**src/rtl/altitude_sampler_if.sv**
```systemverilog
// Pad-side altimeter bus and filtered-altitude outputs of altitude_sampler.
// slave = the sampler, master = whatever drives the pads and consumes the result.
interface altitude_sampler_if #(
  parameter int DATA_W = 10
) ();
  logic [DATA_W-1:0] alt_raw_i;
  logic              alt_strobe_i;
  logic [DATA_W-1:0] alt_o;
  logic              alt_valid_o;
  logic              sample_rejected_o;
  logic              fill_o;
  logic              stale_o;

  modport master (
    output alt_raw_i, alt_strobe_i,
    input  alt_o, alt_valid_o, sample_rejected_o, fill_o, stale_o
  );

  modport slave (
    input  alt_raw_i, alt_strobe_i,
    output alt_o, alt_valid_o, sample_rejected_o, fill_o, stale_o
  );
endinterface

```
**src/rtl/altitude_sampler.sv**
```systemverilog
// Synchronises the raw altimeter bus, rejects implausible jumps and outputs a moving average.
// Optional data-timeout flag (stale_o) is built only when ALT_STALE_TIMEOUT_EN is defined.
module altitude_sampler #(
  parameter int DATA_W       = 10,
  parameter int AVG_LOG2     = 2,
  parameter int MAX_STEP     = 64,
  parameter int REJECT_LIMIT = 3,
  parameter int TIMEOUT_CYC  = 1000000
) (
  input  logic              clock,
  input  logic              reset,
  altitude_sampler_if.slave bus_if
);

  localparam int N     = 1 << AVG_LOG2;
  localparam int SUM_W = DATA_W + AVG_LOG2;
  localparam int REJ_W = $clog2(REJECT_LIMIT + 1);
  localparam logic [DATA_W-1:0] MAX_STEP_V  = DATA_W'(MAX_STEP);
  localparam logic [REJ_W-1:0]  REJ_LIMIT_V = REJ_W'(REJECT_LIMIT);

  typedef enum logic {ST_FILL, ST_RUN} state_e;
  typedef enum logic [1:0] {RES_NONE, RES_VALID, RES_REJECT} result_e;

  // Synchronisers and edge detect
  logic              strobe_s1_q, strobe_s2_q, strobe_prev_q;
  logic [DATA_W-1:0] raw_s1_q, raw_s2_q;
  logic              strobe_rise, busy;

  // Pipeline: capture (cap_q), check (chk_q), output registers
  logic              cap_q, chk_q;
  logic [DATA_W-1:0] sample_q;
  result_e           res_q, res_d;

  state_e            state_q, state_d;
  logic [DATA_W-1:0] win_q [N];
  logic [DATA_W-1:0] win_d [N];
  logic [SUM_W-1:0]  sum_q, sum_d;
  logic [AVG_LOG2-1:0] wr_ptr_q, wr_ptr_d, fill_cnt_q, fill_cnt_d;
  logic [REJ_W-1:0]  rej_cnt_q, rej_cnt_d;
  logic [DATA_W-1:0] diff;
  logic              write_sample;

  logic [DATA_W-1:0] alt_q;
  logic              valid_q, rejected_q, fill_q;
  logic              valid_next;

  assign strobe_rise = strobe_s2_q & ~strobe_prev_q;
  assign busy        = cap_q | chk_q;
  assign valid_next  = chk_q && (res_q == RES_VALID);

  always_comb begin
    // NOTE: every _d gets its default first; a path that skipped one would infer a latch.
    state_d      = state_q;
    win_d        = win_q;
    sum_d        = sum_q;
    wr_ptr_d     = wr_ptr_q;
    fill_cnt_d   = fill_cnt_q;
    rej_cnt_d    = rej_cnt_q;
    res_d        = RES_NONE;
    write_sample = 1'b0;
    diff = (sample_q > alt_q) ? (sample_q - alt_q) : (alt_q - sample_q);

    if (cap_q) begin
      unique case (state_q)
        ST_FILL: begin
          write_sample = 1'b1;
          fill_cnt_d   = fill_cnt_q + AVG_LOG2'(1);
          if (&fill_cnt_q) begin
            state_d = ST_RUN;
            res_d   = RES_VALID;
          end
        end
        ST_RUN: begin
          if (diff <= MAX_STEP_V) begin
            write_sample = 1'b1;
            rej_cnt_d    = '0;
            res_d        = RES_VALID;
          end else if (rej_cnt_q + REJ_W'(1) < REJ_LIMIT_V) begin
            rej_cnt_d = rej_cnt_q + REJ_W'(1);
            res_d     = RES_REJECT;
          end else begin
            // Too many consecutive outliers: trust the sensor and restart from this sample
            win_d     = '{default: sample_q};
            sum_d     = {sample_q, {AVG_LOG2{1'b0}}};
            rej_cnt_d = '0;
            res_d     = RES_VALID;
          end
        end
        default: state_d = ST_FILL;
      endcase

      if (write_sample) begin
        win_d[wr_ptr_q] = sample_q;
        sum_d    = sum_q - SUM_W'(win_q[wr_ptr_q]) + SUM_W'(sample_q);
        wr_ptr_d = wr_ptr_q + AVG_LOG2'(1);
      end
    end
  end

  always_ff @(posedge clock) begin
    if (!reset) begin
      strobe_s1_q   <= 1'b0;
      strobe_s2_q   <= 1'b0;
      strobe_prev_q <= 1'b0;
      raw_s1_q      <= '0;
      raw_s2_q      <= '0;
      cap_q         <= 1'b0;
      chk_q         <= 1'b0;
      sample_q      <= '0;
      res_q         <= RES_NONE;
      state_q       <= ST_FILL;
      // NOTE: the window itself is cleared, not just the pointer: FILL reuses
      // sum - oldest + sample and depends on the old entries being zero.
      win_q         <= '{default: '0};
      sum_q         <= '0;
      wr_ptr_q      <= '0;
      fill_cnt_q    <= '0;
      rej_cnt_q     <= '0;
      alt_q         <= '0;
      valid_q       <= 1'b0;
      rejected_q    <= 1'b0;
      fill_q        <= 1'b0;
    end else begin
      // NOTE: non-blocking throughout, so each register sees the pre-edge values of the others.
      strobe_s1_q   <= bus_if.alt_strobe_i;
      strobe_s2_q   <= strobe_s1_q;
      strobe_prev_q <= strobe_s2_q;
      raw_s1_q      <= bus_if.alt_raw_i;
      raw_s2_q      <= raw_s1_q;

      cap_q <= strobe_rise & ~busy;
      if (strobe_rise && !busy) sample_q <= raw_s2_q;
      chk_q <= cap_q;
      res_q <= res_d;

      state_q    <= state_d;
      win_q      <= win_d;
      sum_q      <= sum_d;
      wr_ptr_q   <= wr_ptr_d;
      fill_cnt_q <= fill_cnt_d;
      rej_cnt_q  <= rej_cnt_d;

      valid_q    <= valid_next;
      rejected_q <= chk_q && (res_q == RES_REJECT);
      if (valid_next) begin
        alt_q  <= sum_q[SUM_W-1:AVG_LOG2];
        fill_q <= 1'b1;
      end
    end
  end

  assign bus_if.alt_o             = alt_q;
  assign bus_if.alt_valid_o       = valid_q;
  assign bus_if.sample_rejected_o = rejected_q;
  assign bus_if.fill_o            = fill_q;

`ifdef ALT_STALE_TIMEOUT_EN
  localparam int TMO_W = $clog2(TIMEOUT_CYC + 1);
  localparam logic [TMO_W-1:0] TMO_MAX = TMO_W'(TIMEOUT_CYC);

  logic [TMO_W-1:0] tmo_cnt_q;
  logic             stale_q;

  // Cleared alongside the valid pulse so stale_o drops in the same cycle alt_valid_o rises
  always_ff @(posedge clock) begin
    if (!reset) begin
      tmo_cnt_q <= '0;
      stale_q   <= 1'b1;
    end else if (valid_next) begin
      tmo_cnt_q <= '0;
      stale_q   <= 1'b0;
    end else if (tmo_cnt_q != TMO_MAX) begin
      tmo_cnt_q <= tmo_cnt_q + TMO_W'(1);
      if (tmo_cnt_q == TMO_MAX - TMO_W'(1)) stale_q <= 1'b1;
    end
  end

  assign bus_if.stale_o = stale_q;
`else
  // Constant 0; the expression only keeps TIMEOUT_CYC referenced in this build
  assign bus_if.stale_o = (TIMEOUT_CYC < 0);
`endif

endmodule

```
**src/flat_wrapper.sv**
```systemverilog
// flat-port wrapper written by rule: the top's interface ports become plain ports
module altitude_sampler_flat 
#(
  parameter int DATA_W       = 10,
  parameter int AVG_LOG2     = 2,
  parameter int MAX_STEP     = 64,
  parameter int REJECT_LIMIT = 3,
  parameter int TIMEOUT_CYC  = 1000000
)
  (clock, reset, bus_if_alt_raw_i, bus_if_alt_strobe_i, bus_if_alt_o, bus_if_alt_valid_o, bus_if_sample_rejected_o, bus_if_fill_o, bus_if_stale_o);
  altitude_sampler_if #(.DATA_W(DATA_W)) bus_if_i ();
  input  logic clock;
  input  logic reset;
  input wire logic [$bits(bus_if_i.alt_raw_i)-1:0] bus_if_alt_raw_i;
  input wire logic [$bits(bus_if_i.alt_strobe_i)-1:0] bus_if_alt_strobe_i;
  output wire logic [$bits(bus_if_i.alt_o)-1:0] bus_if_alt_o;
  output wire logic [$bits(bus_if_i.alt_valid_o)-1:0] bus_if_alt_valid_o;
  output wire logic [$bits(bus_if_i.sample_rejected_o)-1:0] bus_if_sample_rejected_o;
  output wire logic [$bits(bus_if_i.fill_o)-1:0] bus_if_fill_o;
  output wire logic [$bits(bus_if_i.stale_o)-1:0] bus_if_stale_o;
  assign bus_if_i.alt_raw_i = bus_if_alt_raw_i;
  assign bus_if_i.alt_strobe_i = bus_if_alt_strobe_i;
  assign bus_if_alt_o = bus_if_i.alt_o;
  assign bus_if_alt_valid_o = bus_if_i.alt_valid_o;
  assign bus_if_sample_rejected_o = bus_if_i.sample_rejected_o;
  assign bus_if_fill_o = bus_if_i.fill_o;
  assign bus_if_stale_o = bus_if_i.stale_o;
  altitude_sampler #(.DATA_W(DATA_W), .AVG_LOG2(AVG_LOG2), .MAX_STEP(MAX_STEP), .REJECT_LIMIT(REJECT_LIMIT), .TIMEOUT_CYC(TIMEOUT_CYC)) u_core (.clock(clock), .reset(reset), .bus_if(bus_if_i));
endmodule
```
**config.mk**
```make
export PLATFORM = sky130hd
export DESIGN_NAME = altitude_sampler_flat
export DESIGN_NICKNAME = d
export VERILOG_FILES = /design/src/rtl/altitude_sampler_if.sv /design/src/rtl/altitude_sampler.sv /design/src/flat_wrapper.sv
export SDC_FILE = /design/constraint.sdc
export NUM_CORES = 1
export LEC_CHECK = 0
export ABC_AREA = 1
export CAP_MARGIN = 30
export CORE_UTILIZATION = 65
export CTS_BUF_LIST = sky130_fd_sc_hd__clkbuf_8
export DETAILED_ROUTE_END_ITERATION = 6
export PLACE_DENSITY = 0.88
export SLEW_MARGIN = 20
export SYNTH_ARGS = -nofsm -noshare
export SYNTH_HDL_FRONTEND = slang
export SYNTH_SLANG_ARGS = --single-unit
```
**constraint.sdc**
```tcl
create_clock -name clock -period 6.6 [get_ports clock]
set_input_delay 0.99 -clock clock [delete_from_list [all_inputs] [get_ports clock]]
set_output_delay 0.99 -clock clock [all_outputs]
set_load 0.005 [all_outputs]
```
Word-level counts from Yosys, hierarchy flattened
Cells that the tools add are included.
{ "op_classes": {"addsub": 7, "magnitude_cmp": 5, "eq_ne": 4, "mux": 27, "n_bitwise": 7, "n_reduce_logical": 12} }
{ "ops": {"columns": ["op", "count"], "rows": [
  ["$mux W40", 5],
  ["$mux W12", 4],
  ["$bwmux W40", 1],
  ["$mux W10", 4],
  ["$bmux W10 S2", 1],
  ["$demux W10 S2", 1],
  ["$sub A10 B10 Y10", 2],
  ["$add A12 B10 Y12", 1],
  ["$sub A12 B10 Y12", 1],
  ["$gt A10 B10 Y1", 1],
  ["$le A10 B7 Y1 const B", 1],
  ["$reduce_and A2 Y1", 5],
  ["$mux W2", 4],
  ["$add A2 B1 Y2 const B", 3],
  ["$mux W1", 5],
  ["$logic_and A1 B1 Y1", 4],
  ["$ne A2 B2 Y1 const B", 2],
  ["$pmux W2 S2", 1],
  ["$reduce_and A4 Y1", 1],
  ["$ge A3 B3 Y1 const B", 1],
  ["$lt A3 B1 Y1 const B", 1],
  ["$not A1 Y1", 3],
  ["$not A2 Y3", 1],
  ["$and A1 B1 Y1", 2],
  ["other kinds (7)", 7]
]} }
{ "totals": {"register_bits": 109, "input_bits": 13, "output_inout_bits": 14} }

Depth between registers and ports, before layout
{ "logic_depth": {"word_depth": 8, "ltp_mapped": 23, "depth_no_buf": 22} }

Worst setup path before layout
No wires, ideal clock.
{ "synth_timing": {"path_kind": "register to register", "start": "reg u_core.wr_ptr_q[0]", "end": "reg u_core.sum_q[9]", "setup_ns": 0.112, "arrival_time_ns": 2.914, "t_required_ns": 6.488, "slack_ns": 3.575, "stages_incl_launch_ff": 18, "n_path_buf": 1, "synth_period_minus_slack_ns": 3.025, "cell_sequence": "dfxtp_1 -> inv_1 -> clkbuf_1 -> nor2_1 -> o22ai_1 -> fa_1 -> inv_1 -> ha_1 -> inv_1 -> o21ai_0 -> a21boi_0 -> o21ai_0 -> a21oi_1 -> xor2_1 -> nand2_1 -> o21ai_0 -> nor2_1 -> nor2_1"} }
{ "synth_via": {"elab_chain_cells": 7} }
{ "synth_rtl": {"columns": ["element", "line", "text"], "rows": [
  ["start: declaration", "altitude_sampler.sv:38", "logic [AVG_LOG2-1:0] wr_ptr_q, wr_ptr_d, fill_cnt_q, fill_cnt_d;"],
  ["start signal: assignment", "altitude_sampler.sv:139", "wr_ptr_q <= wr_ptr_d;"],
  ["$not A2 Y3 (not written as such)", "altitude_sampler.sv:94", "sum_d = sum_q - SUM_W'(win_q[wr_ptr_q]) + SUM_W'(sample_q);"],
  ["$bmux W10 S2", "altitude_sampler.sv:94", null],
  ["$mux W10 (not written as such) (2 in a row)", "altitude_sampler.sv:94", null],
  ["$sub A12 B10 Y12", "altitude_sampler.sv:94", null],
  ["$add A12 B10 Y12", "altitude_sampler.sv:94", null],
  ["$mux W12", "altitude_sampler.sv:92", "if (write_sample) begin"],
  ["end signal: assignment", "altitude_sampler.sv:138", "sum_q <= sum_d;"],
  ["end: declaration", "altitude_sampler.sv:37", "logic [SUM_W-1:0] sum_q, sum_d;"]
]} }
Every way passes these cells. The select of a mux whose other input is x is not followed.
A chain may end at the register's enable or synchronous reset.

Final worst setup path
Ends and elaborated chain as after synthesis.

==> flow_metrics.env <==
export IMPL_status="complete, no violations"
export IMPL_maxCapViolations=0
export IMPL_final_hold_violation_count=0
export IMPL_worstPathArrival_ns=4.63
export IMPL_drive_gt1_share_pct=3.10
export IMPL_syn_inst=1112
export IMPL_avgSynthCellArea_sq_um=6.33
export IMPL_synthesis_nets=1171
export IMPL_synth_top_area_share_pct=31.0
export IMPL_hold_path_class="reg2reg"
export IMPL_worst_slew_pin_slew_ns=0.979
export IMPL_ios=27
export IMPL_antenna_found_initial=0
export IMPL_nets=1150
export IMPL_setup_viol_count_final=0
export IMPL_finalWirelength_mm=17.8
export IMPL_initialDrtViolationCount=686
export IMPL_die_area_sq_mm=0.0113
export IMPL_placedCellCount=1213
export IMPL_diodes=0
export IMPL_synthTopCellsByArea="dfxtp_1, nand2_1, inv_1"
export IMPL_postLayoutCellArea_sq_mm=0.00749
export IMPL_yosys_cell_count_top_type="nand2_1"
export IMPL_gp_congestion=0.915
export IMPL_stdcell_count=1232
export IMPL_synth_flop_cell="dfxtp_1"
export IMPL_fp_dieH_um=106
export IMPL_power_frac_seq_pct=45.8
export IMPL_grt_usage_pct=32.4
export IMPL_power_internal_uw=964
export IMPL_required_ns=6.90
export IMPL_period_share_pct=65.5
export IMPL_drc=0
export IMPL_slew_headroom_pct=34.5
export IMPL_fin_setup_tns_ns=0
export IMPL_ant_nets=0
export IMPL_power_switching_uw=525
export IMPL_syn_area_sq_mm=0.00704
export IMPL_rsz0062_at_grt="no"
export IMPL_synthTopCellsByCount="nand2_1, inv_1, dfxtp_1, o21ai_0, a21oi_1"
export IMPL_grt_overflow=0
export IMPL_placed_area_sq_mm=0.00720
export IMPL_cts_max_level=3
export IMPL_design_power_total_mw=1.49
export IMPL_cp_end_kind="register"
export IMPL_ys_async_sr_fraction_pct=0
export IMPL_worst_setup_path_start_kind="register"
export IMPL_fmax_mhz=231
export IMPL_leakagePower_nw=3.52
export IMPL_grt_pass1_vias=6173
export IMPL_cts_sinks=109
export IMPL_synth_edf_count=0
export IMPL_syn2layout_area_growth_pct=6.36
export IMPL_io_buffers=25
export IMPL_cts_root_buf="clkbuf_8"
export IMPL_die_width_um=106
export IMPL_clk_path_buf_depth=2
export IMPL_start_util_pct=67.6
export IMPL_combPwrFrac_pct=26.1
export IMPL_ys_seq_elements=109
export IMPL_cts_hold_buffers_added=0
export IMPL_yosys_warnings=0
export IMPL_cts_tree="yes"
export IMPL_period_needed_ns=4.32
export IMPL_cts_setup_buffers=0
export IMPL_slew_violations=0
export IMPL_numCtsBuffers=9
export IMPL_synth_cell_types=29
export IMPL_rows=37
export IMPL_vias_per_cell=5.71
export IMPL_via_count=7037
export IMPL_pwr_share_clk_pct=28.1
export IMPL_critical_path_class="reg2reg"
export IMPL_dr_pass1_iters=5
export IMPL_dp_final_hpwl_mm=12.1
export IMPL_grt_max_degree=63
export IMPL_ir_drop_mv=0.189
export IMPL_skew_ns=0.0191
export IMPL_grt_pass1_wl_mm=29.3
export IMPL_power_density_mw_per_mm2=199
export IMPL_swShare_pct=35.2
export IMPL_synth_top_cell_by_area="dfxtp_1"
export IMPL_clk_latency_ns=0.40
export IMPL_post_drt_wl_per_cell_um=14.5
export IMPL_clk_pin_slew_ns=0.12
export IMPL_core_area_sq_mm=0.0104
export IMPL_yosysSeqAreaShare_pct=31.0
export IMPL_crit_path_max_fanout=24
export IMPL_cts_resized=0
per-layer routing:
layer	GRT usage, %	part of all wire, %
met5	0	0
met2	52.9	46
met3	5.52	6.7
met4	12.3	2.6
met1	42.9	45
logic make-up after synthesis:
group | Yosys count | share of synthesized area, %
simple gates | 550 | 32.9
compound gates | 198 | 14.4
buf+inv | 198 | 11.2
flops | 109 | 31.0
fa+ha+maj | 46 | 9.24
xor+xnor | 10 | 1.24
other cells | 1 | 0.0532
power by group through the flow:
stage,clock (mW),combinational [mW],sequential (mW)
after detailed placement,0,0.365,0.697
after CTS,0.426,0.367,0.682
final,0.418,0.388,0.682
after global routing,0.451,0.438,0.684
after global placement,0,0.359,0.697
after floorplan,0,0.301,0.692
worst paths after layout:
| path | endpoint | slack [ns] | from | cells past startpoint |
|---|---|---|---|---|
| worst max-delay path | u_core.sum_q[9]$_SDFFE_PN0P_ | 2.28 | u_core.wr_ptr_q[0]$_SDFFE_PN0P_ | 16 |
| worst min-delay path | u_core.raw_s2_q[0]$_SDFF_PN0_ | 0.42 | u_core.raw_s1_q[0]$_SDFF_PN0_ | 2 |
| worst max register to register | u_core.sum_q[9]$_SDFFE_PN0P_ | 2.28 | u_core.wr_ptr_q[0]$_SDFFE_PN0P_ | 16 |
| worst min register to register | u_core.raw_s2_q[0]$_SDFF_PN0_ | 0.42 | u_core.raw_s1_q[0]$_SDFF_PN0_ | 2 |
registers in the layout (all words and copies together), names as in the netlist, 10 cells and up:
name and flops:
u_core.raw_s2_q 10, u_core.raw_s1_q 10, u_core.sum_q 12, u_core.sample_q 10
u_core.win_q 40, u_core.bus_if.alt_o 10
area by class of cell:
class | count | area [sq um]
Inverter | 133 | 499
Timing Repair Buffer | 33 | 358
Clock inverter | 7 | 87.6
Multi-Input combinational cell | 805 | 4070
Clock buffer | 9 | 124
Sequential cell | 109 | 2180
Fill cell | 920 | 2930
Tap cell | 136 | 170
per-stage QoR:
step	hold WS, ns	setup slack [ns]	utilization (%)
floorplan	0.390	3.57	-
global placement	0.396	2.37	69.2
detailed placement	0.400	2.28	69.2
finish	0.418	2.28	71.9
global route	0.444	1.90	71.9
CTS	0.414	2.26	71.2
critical path, cell delays in order, from the launching register on:
cell      delay, ns
dfxtp_1        0.84
inv_1          0.56
o21ai_0        0.29
o22ai_1        0.11
fa_1           0.49
inv_1          0.04
ha_1           0.32
inv_1          0.05
o21ai_0        0.39
a21boi_0       0.24
o21ai_0        0.32
a21oi_1        0.13
xor2_1         0.15
nand2_1        0.06
o21ai_0        0.07
nor2_1         0.10
nor2_1         0.05
cell usage in the layout, fill, tap and decap left out, types with 4 or more instances in the layout:
cell type	count
inv_1	131
clkdlybuf4s50_1	24
nand4_1	48
o21ai_0	97
nor2_1	66
xor2_1	6
o22ai_1	10
xnor2_1	4
ha_1	36
fa_1	10
nand2_1	342
clkbuf_8	9
dfxtp_1	109
buf_4	5
nand2_2	4
nand3_1	82
a21oi_1	87
Note: power is estimated with default switching activity, not from simulation.
